### src/rtl/lcd_shadow.sv
// lcd_shadow: passive listener on an HD44780-style 8-bit LCD bus.
// Decodes the controller's instruction/data stream the same way the panel
// would and keeps a shadow of the 2x16 DDRAM plus the display mode bits.
// Shadow contents are read back through a registered read port.
// Optional feature macro: LCD_SHADOW_BUSY_EN enables the emulated busy flag
// and the overrun pulse; without it both outputs are tied low.
module lcd_shadow #(
  parameter int BUSY_CYCLES  = 2000,
  parameter int CLEAR_CYCLES = 76500
) (
  input  logic       clk,
  input  logic       reset,
  input  logic       E,
  input  logic       RS,
  input  logic       RW,
  input  logic [7:0] DB,
  input  logic [4:0] rd_idx,
  output logic [7:0] rd_char,
  output logic [6:0] cursor_addr,
  output logic       disp_on,
  output logic       cursor_on,
  output logic       blink_on,
  output logic       two_line,
  output logic       bus_8bit,
  output logic       wr_pulse,
  output logic       unsup,
  output logic       busy,
  output logic       overrun
);

  logic       e_d;
  logic       rs_d;
  logic       rw_d;
  logic [7:0] db_d;
  logic       xfer;
  logic       entry_id;
  logic       cgram_mode;
  logic [7:0] shadow [32];

  // Address counter step; the two DDRAM lines are 0x00-0x27 and 0x40-0x67,
  // so stepping off the end of one line lands on the start of the other.
  function automatic logic [6:0] ac_step(input logic [6:0] ac, input logic inc);
    logic [6:0] nxt;
    nxt = ac;
    if (inc) begin
      if (ac == 7'h27)      nxt = 7'h40;
      else if (ac == 7'h67) nxt = 7'h00;
      else                  nxt = ac + 7'd1;
    end else begin
      if (ac == 7'h40)      nxt = 7'h27;
      else if (ac == 7'h00) nxt = 7'h67;
      else                  nxt = ac - 7'd1;
    end
    return nxt;
  endfunction

  // The bus is registered once so a transfer uses the values held while E was high.
  always_ff @(posedge clk or negedge reset) begin
    if (!reset) begin
      e_d  <= 1'b0;
      rs_d <= 1'b0;
      rw_d <= 1'b0;
      db_d <= 8'h00;
    end else begin
      e_d  <= E;
      rs_d <= RS;
      rw_d <= RW;
      db_d <= DB;
    end
  end

  // A transfer happens in the first cycle E is seen low after being high.
  assign xfer = e_d & ~E;

  // Instruction/data execution, shadow update and the registered read port.
  always_ff @(posedge clk or negedge reset) begin
    if (!reset) begin
      for (int i = 0; i < 32; i++) shadow[i] <= 8'h20;
      cursor_addr <= 7'h00;
      entry_id    <= 1'b1;
      disp_on     <= 1'b0;
      cursor_on   <= 1'b0;
      blink_on    <= 1'b0;
      bus_8bit    <= 1'b1;
      two_line    <= 1'b0;
      cgram_mode  <= 1'b0;
      wr_pulse    <= 1'b0;
      unsup       <= 1'b0;
      rd_char     <= 8'h20;
    end else begin
      wr_pulse <= 1'b0;
      unsup    <= 1'b0;
      // Reading before any write this cycle gives old-value semantics on a collision.
      rd_char  <= shadow[rd_idx];
      if (xfer) begin
        if (rw_d) begin
          unsup <= 1'b1;
        end else if (!rs_d) begin
          casez (db_d)
            8'b1???????: begin
              cursor_addr <= db_d[6:0];
              cgram_mode  <= 1'b0;
            end
            8'b01??????: begin
              cgram_mode <= 1'b1;
              unsup      <= 1'b1;
            end
            8'b001?????: begin
              bus_8bit <= db_d[4];
              two_line <= db_d[3];
            end
            8'b0001????: begin
              if (db_d[3]) unsup <= 1'b1;
              else         cursor_addr <= ac_step(cursor_addr, db_d[2]);
            end
            8'b00001???: begin
              disp_on   <= db_d[2];
              cursor_on <= db_d[1];
              blink_on  <= db_d[0];
            end
            8'b000001??: begin
              entry_id <= db_d[1];
              if (db_d[0]) unsup <= 1'b1;
            end
            8'b0000001?: begin
              cursor_addr <= 7'h00;
              cgram_mode  <= 1'b0;
            end
            8'b00000001: begin
              for (int i = 0; i < 32; i++) shadow[i] <= 8'h20;
              cursor_addr <= 7'h00;
              entry_id    <= 1'b1;
              cgram_mode  <= 1'b0;
            end
            default: ;
          endcase
        end else begin
          if (cgram_mode) begin
            unsup <= 1'b1;
          end else if (cursor_addr[5:4] == 2'b00) begin
            shadow[{cursor_addr[6], cursor_addr[3:0]}] <= db_d;
            wr_pulse <= 1'b1;
          end
          cursor_addr <= ac_step(cursor_addr, entry_id);
        end
      end
    end
  end

`ifdef LCD_SHADOW_BUSY_EN
  localparam int MAX_CYCLES = (CLEAR_CYCLES > BUSY_CYCLES) ? CLEAR_CYCLES : BUSY_CYCLES;
  localparam int CNT_W      = $clog2(MAX_CYCLES + 1);

  logic [CNT_W-1:0] busy_cnt;
  logic             long_op;

  // Clear and Return Home take the long execution time; everything else the short one.
  assign long_op = ~rw_d & ~rs_d & (db_d[7:2] == 6'd0) & (db_d[1:0] != 2'd0);

  // Busy countdown; a transfer arriving while busy only flags overrun, it never restarts the count.
  always_ff @(posedge clk or negedge reset) begin
    if (!reset) begin
      busy_cnt <= '0;
      overrun  <= 1'b0;
    end else begin
      overrun <= 1'b0;
      if (xfer && (busy_cnt != '0)) overrun <= 1'b1;
      if (xfer && (busy_cnt == '0))
        busy_cnt <= long_op ? CNT_W'(CLEAR_CYCLES) : CNT_W'(BUSY_CYCLES);
      else if (busy_cnt != '0)
        busy_cnt <= busy_cnt - 1'b1;
    end
  end

  assign busy = (busy_cnt != '0);
`else
  logic unused_cfg;
  assign unused_cfg = ^{BUSY_CYCLES[0], CLEAR_CYCLES[0]};
  assign busy       = 1'b0;
  assign overrun    = 1'b0;
`endif

endmodule

### config.mk
export PLATFORM = sky130hd
export DESIGN_NAME = lcd_shadow
export DESIGN_NICKNAME = d
export VERILOG_FILES = /design/src/rtl/lcd_shadow.sv
export SDC_FILE = /design/constraint.sdc
export NUM_CORES = 1
export LEC_CHECK = 0
export CAP_MARGIN = 5
export CORE_MARGIN = 2
export CORE_UTILIZATION = 40
export CTS_CLUSTER_DIAMETER = 150
export CTS_CLUSTER_SIZE = 12
export DETAILED_ROUTE_END_ITERATION = 12
export GPL_ROUTABILITY_DRIVEN = 0
export PLACE_DENSITY_LB_ADDON = 0.05
export REMOVE_ABC_BUFFERS = 1
export SYNTH_ARGS = -nofsm -noshare
export SYNTH_HDL_FRONTEND = slang
export SYNTH_SLANG_ARGS = --single-unit
### constraint.sdc
create_clock -name clk -period 4.4 [get_ports clk]
set_input_delay 0.44 -clock clk [delete_from_list [all_inputs] [get_ports clk]]
set_output_delay 0.44 -clock clk [all_outputs]
set_load 0.02 [all_outputs]
---- Word level (Yosys, flattened, before mapping) ----
Index checks and enable logic that the tools add are counted.
word-level totals
  input port bits ......................... 18
  bits in registers ....................... 291
  word-level logic and storage cells ...... 119
  output and inout bits ................... 24
operators by class
  bitwise gates (word level) .............. 6
  $add $sub $neg .......................... 2
  order comparisons ....................... 3
  equality and inequality tests ........... 13
  mux-type cells .......................... 33
  reduce and logical (&&, ||, !) cells .... 15
operator list
  kind                 count
  $mux 256             4
  $bwmux 256           1
  $mux 7               8
  $bmux 8 s5           1
  $demux 8 s5          1
  $mux 8               3
  $pmux 7 s3           1
  $reduce_and 4->1     5
  $eq 7x7->1 const B   2
  $ge 6x6->1 const B   2
  $not 5->6            2
  $mux 1               11
  $eq 8x1->1 const B   1
  $add 7x1->7 const B  1
  $eq 7x1->1 const B   1
  $eq 7x6->1 const B   1
  $logic_not 7->1      1
  $sub 7x1->7 const B  1
  $eq 6x1->1 const B   1
  $lt 6x1->1 const B   1
  $reduce_bool 2->1    3
  $eq 5x1->1 const B   1
  $reduce_and 5->1     1
  $eq 4x1->1 const B   1
  other kinds (14)     17

---- Depth between registers and ports, before layout ----
  word-level depth ........................ 9
  depth in mapped cells ................... 9
  gate-level depth less buffers ........... 7

---- Worst setup path before layout ----
OpenSTA, ideal clock, no wires.
  path kind ............................... input to register
  start ................................... input rd_idx[0]
  end ..................................... register rd_char[1]
  stages on the path ...................... 5
  required time ........................... 4.275 ns
  path slack .............................. 2.093 ns
  path buffers ............................ 2
  setup time .............................. 0.125 ns
  arrival ................................. 2.183 ns
  path through ............................ buf_2 buf_2 mux4_2 mux4_2 mux2_2
between the ends
  longest elaborated chain between the ends .. 4
RTL lines
  item                                       line  source
  from (decl)                                17    input logic [4:0] rd_idx,
  $not 5->6 (implied by the code)            94    rd_char <= shadow[rd_idx];
  $bmux 8 s5                                 94
  $mux 8 (implied by the code) (2 in a row)  94
  to (signal assigned)                       94
  to (decl)                                  18    output logic [7:0] rd_char,
Every way passes these cells. The select of a mux whose other input is x is not followed.
A chain may end at the register's enable or synchronous reset.

---- Worst setup path in the final report ----
  start ................................... register rs_d
  end ..................................... register shadow[53] (netlist bit)
between the ends
  longest elaborated chain between the ends .. 2
  elaborated cells between the ends (all ways) .. 5
  classes of those cells .................. eq/ne (2); mux (1); reduce/logical (2)
RTL lines
  item                                                line  source
  from (decl)                                         32    logic rs_d;
  from (signal assigned)                              61    rs_d <= 1'b0;
  from (signal assigned)                              66    rs_d <= RS;
  $ne 2x1->1 (no line), or another cell as far along  -
  $reduce_and 5->1 (no line)                          -
  to (signal, indexed assignment)                     141   shadow[{cursor_addr[6], cursor_addr[3:0]}] <= db_d;
  to (decl)                                           38    logic [7:0] shadow [32];
Several ways; a longest one is shown, not always the timed one.

==> impl_metrics.yaml <==
grt:
  grt_max_degree: 221
  use_met2: 0.372
  grt_pass1_vias: 12300
  grt.met3_usage: 0.0297
  antenna_found_initial: 0
  top_usage_layer: "met1"
  grt_pass1_wl_um: 77600
  use_met1: 0.372
  grt_util_all_layers: 0.243
  grt_overflow: 0
floorplan:
  num_rows: 72
  die_h_um: 202
  die_x_um: 202
  io_pins: 42
  fp.dieArea_sq_um: 41000
  initial_utilization: 0.406
  fp.coreArea_sq_um: 38700
synth:
  netlist_instances: 1555
  synth_area_sq_um: 15700
  async_reset_ff_frac: 1.00
  yosysSeqAreaShare: 0.465
  ys_seq_elements: 291
  syn_avg_cell_area_sq_um: 10.1
  yosys_warnings: 0
  synth_edf_count: 0
  yosysUniqueCellTypes: 63
  synthFlopType: "dfrtp_1"
route:
  avgViaCountPerCell: 6.14
  drcViolationCount: 0
  wl_per_cell_um: 24.0
  drtAntennaViolNets: 0
  first_pass_iters: 5
  dr.first_iter.drc_count: 1148
  num_vias: 12600
  totalWireLength_um: 49300
placement:
  placement.io_buffers: 39
  placed_cells: 2002
  dp_hpwl_um: 30200
  placed_area_sq_um: 16300
  dp_slack_ps: 1290
finish:
  drive_gt1_frac: 0.129
  area_growth_pct: 8.94
  final_cell_area_sq_um: 17100
  n_antenna_cell: 0
  fin_cells: 2055
  fillCellCount: 3770
  finalNetCount: 1538
clock_network:
  clock-sinks: 291
  cts_tree: "yes"
  postCtsSetupBuffers: 0
  cts_buffers: 28
  cts.clk_slew.worst_paths_ps: 70
  insertion_delay_ps: 570
  clock_path_buffers: 3
  cts_max_level: 1
  root_buffer: "clkbuf_16"
power:
  leakage_nw: 6.11
  p_per_area_nw_per_um2: 371
  total_power_mw: 6.36
  ir_worst_vdd_mv: 0.297
critical_path:
  critPathCaptureType: "flop"
  start_kind: "flop"
  crit_fanout: 50
  crit_type: "reg2reg"
  cp-startpoint: "rs_d"
  r2r-start: "rs_d"
  cp.required_ps: 4840
  rr_worst_depth: 5
  cp.arrival_ps: 3500
sta:
  hold_viol: 0
  finalSetupViolCount: 0
  fin_crit_sh: 0.696
  finalSetupTns_ps: 0
  period_minus_slack_ps: 3060
  tightestPinTransition_ps: 1300
  slew_violations: 0
  skew_ps: 12.9
  relSlewSlack: 0.134
  fmax_mhz: 327
  setup_ws_ps: 1340
  rsz0062_at_grt: "false"
worst_hold_path:
  holdPathStages: 1
  worstHoldPathType: "in2reg"
  hp-start: "DB[2]"
run_status:
  status: "finished, final reports clean"
run:
  cap_viol_max_count: 0
placed cells by master, fill, tap and decap left out, types with 35 or more instances in the layout:
cell               n
a31oi_1           39
and3_1           160
dfstp_2           35
a21oi_1          170
clkdlybuf4s50_1   36
o21ai_0           72
a22o_1            66
nor2_1            54
mux4_2            80
o21ai_1          186
dfrtp_1          255
nand2_1          139
state kept, by name (all words and copies together) (netlist names):
| signal | count |
|---|---|
| entry_id | 1 |
| cgram_mode | 1 |
| blink_on | 1 |
| rs_d | 1 |
| disp_on | 1 |
| two_line | 1 |
| unsup | 1 |
| cursor_on | 1 |
| rd_char | 8 |
| e_d | 1 |
| wr_pulse | 1 |
| rw_d | 1 |
| cursor_addr | 7 |
| shadow | 256 |
| bus_8bit | 1 |
| db_d | 8 |
report_power, final:
| group | leakage (nW) | switching, mW | internal [mW] |
|---|---|---|---|
| logic | 3.01 | 0.688 | 0.412 |
| registers | 2.71 | 0.148 | 2.79 |
| clock network | 0.389 | 1.08 | 1.23 |
through the flow:
stage	util	hold slack [ps]
2_1_floorplan	-	144
3_3_place_gp	0.421	475
3_5_place_dp	0.421	481
4_1_cts	0.443	280
5_1_grt	0.443	288
6_report	0.443	304
Yosys cell counts (all sizes together) (2+ instances only):
cell type / n / area [sq um]
nor4b: 3 / 26.3
nand2: 140 / 533
nor2b: 9 / 56.3
or3: 24 / 155
mux2: 11 / 124
or4b: 3 / 30.0
o31ai: 3 / 22.5
inv: 10 / 37.5
a211oi: 3 / 22.5
o211ai: 2 / 15.0
dfrtp: 256 / 6410
o311ai: 2 / 17.5
buf: 49 / 405
nor2: 55 / 214
ha: 5 / 62.6
clkbuf: 86 / 323
mux4: 80 / 1800
nor3: 5 / 25.0
nand2b: 8 / 50.1
nor4: 3 / 18.8
nand3: 22 / 110
a21oi: 170 / 851
or2: 2 / 12.5
and2: 2 / 12.5
nand3b: 9 / 67.6
and3: 160 / 1000
xnor2: 2 / 17.5
o22a: 4 / 35.0
a31oi: 39 / 244
dfstp: 35 / 920
a221oi: 2 / 17.5
or3b: 3 / 26.3
a22o: 66 / 578
a21o: 2 / 15.0
o21ai: 258 / 1290
xor2: 3 / 26.3
cell type report:
type                    count  area (sq um)  area share
well taps                 518           648      0.0378
inverters                  10          37.5     0.00219
flip-flops and latches    291          7330       0.427
clock buffers              51           808      0.0471
repair buffers             64           653      0.0381
multi-input cells        1120          7660       0.447
clock inverters             1          11.3    0.000657
what timing repair did:
item / in CTS / in global routing
hold buffers: 1 / 0
hold endpoints to repair: 69 / 0
resized for setup: 0 / 0
layer usage:
layer | part of all wire | vias to the layer above
met2 | 0.46 | 381
met4 | 0.013 | 0
li1 | - | 5721
met5 | 0 | -
met3 | 0.058 | 40
met1 | 0.47 | 6479
cell families (layout without fill, tap and decap cells):
family / Yosys count / in the layout / share of synthesized area
AOI/OAI and AO/OA: 563 / 563 / 0.205
xor gates and xnor gates: 5 / 5 / 0.00278
adders and majority gates: 5 / 5 / 0.00397
buffers and inverters: 145 / 126 / 0.0486
DFF: 291 / 291 / 0.465
muxes: 92 / 92 / 0.123
other: 1 / 2 / 0.000238
and+or+nand+nor: 453 / 453 / 0.151
worst paths after layout:
check	to	slack (ps)
setup / recovery	shadow[53]	1340
hold / removal	db_d[2]	300
setup reg to reg	shadow[53]	1340
hold reg to reg	cursor_on	500
max in group asynchronous	db_d[0]	2830
min in group asynchronous	shadow[219]	450
worst max-delay path: stages (launching register included):
cell and delay, ps:
dfrtp_4 610, or3b_2 490, o41ai_2 370, nand2b_4 450
nor2_4 780, a31oi_1 190
No activity file was read; power rests on OpenSTA's default activity.
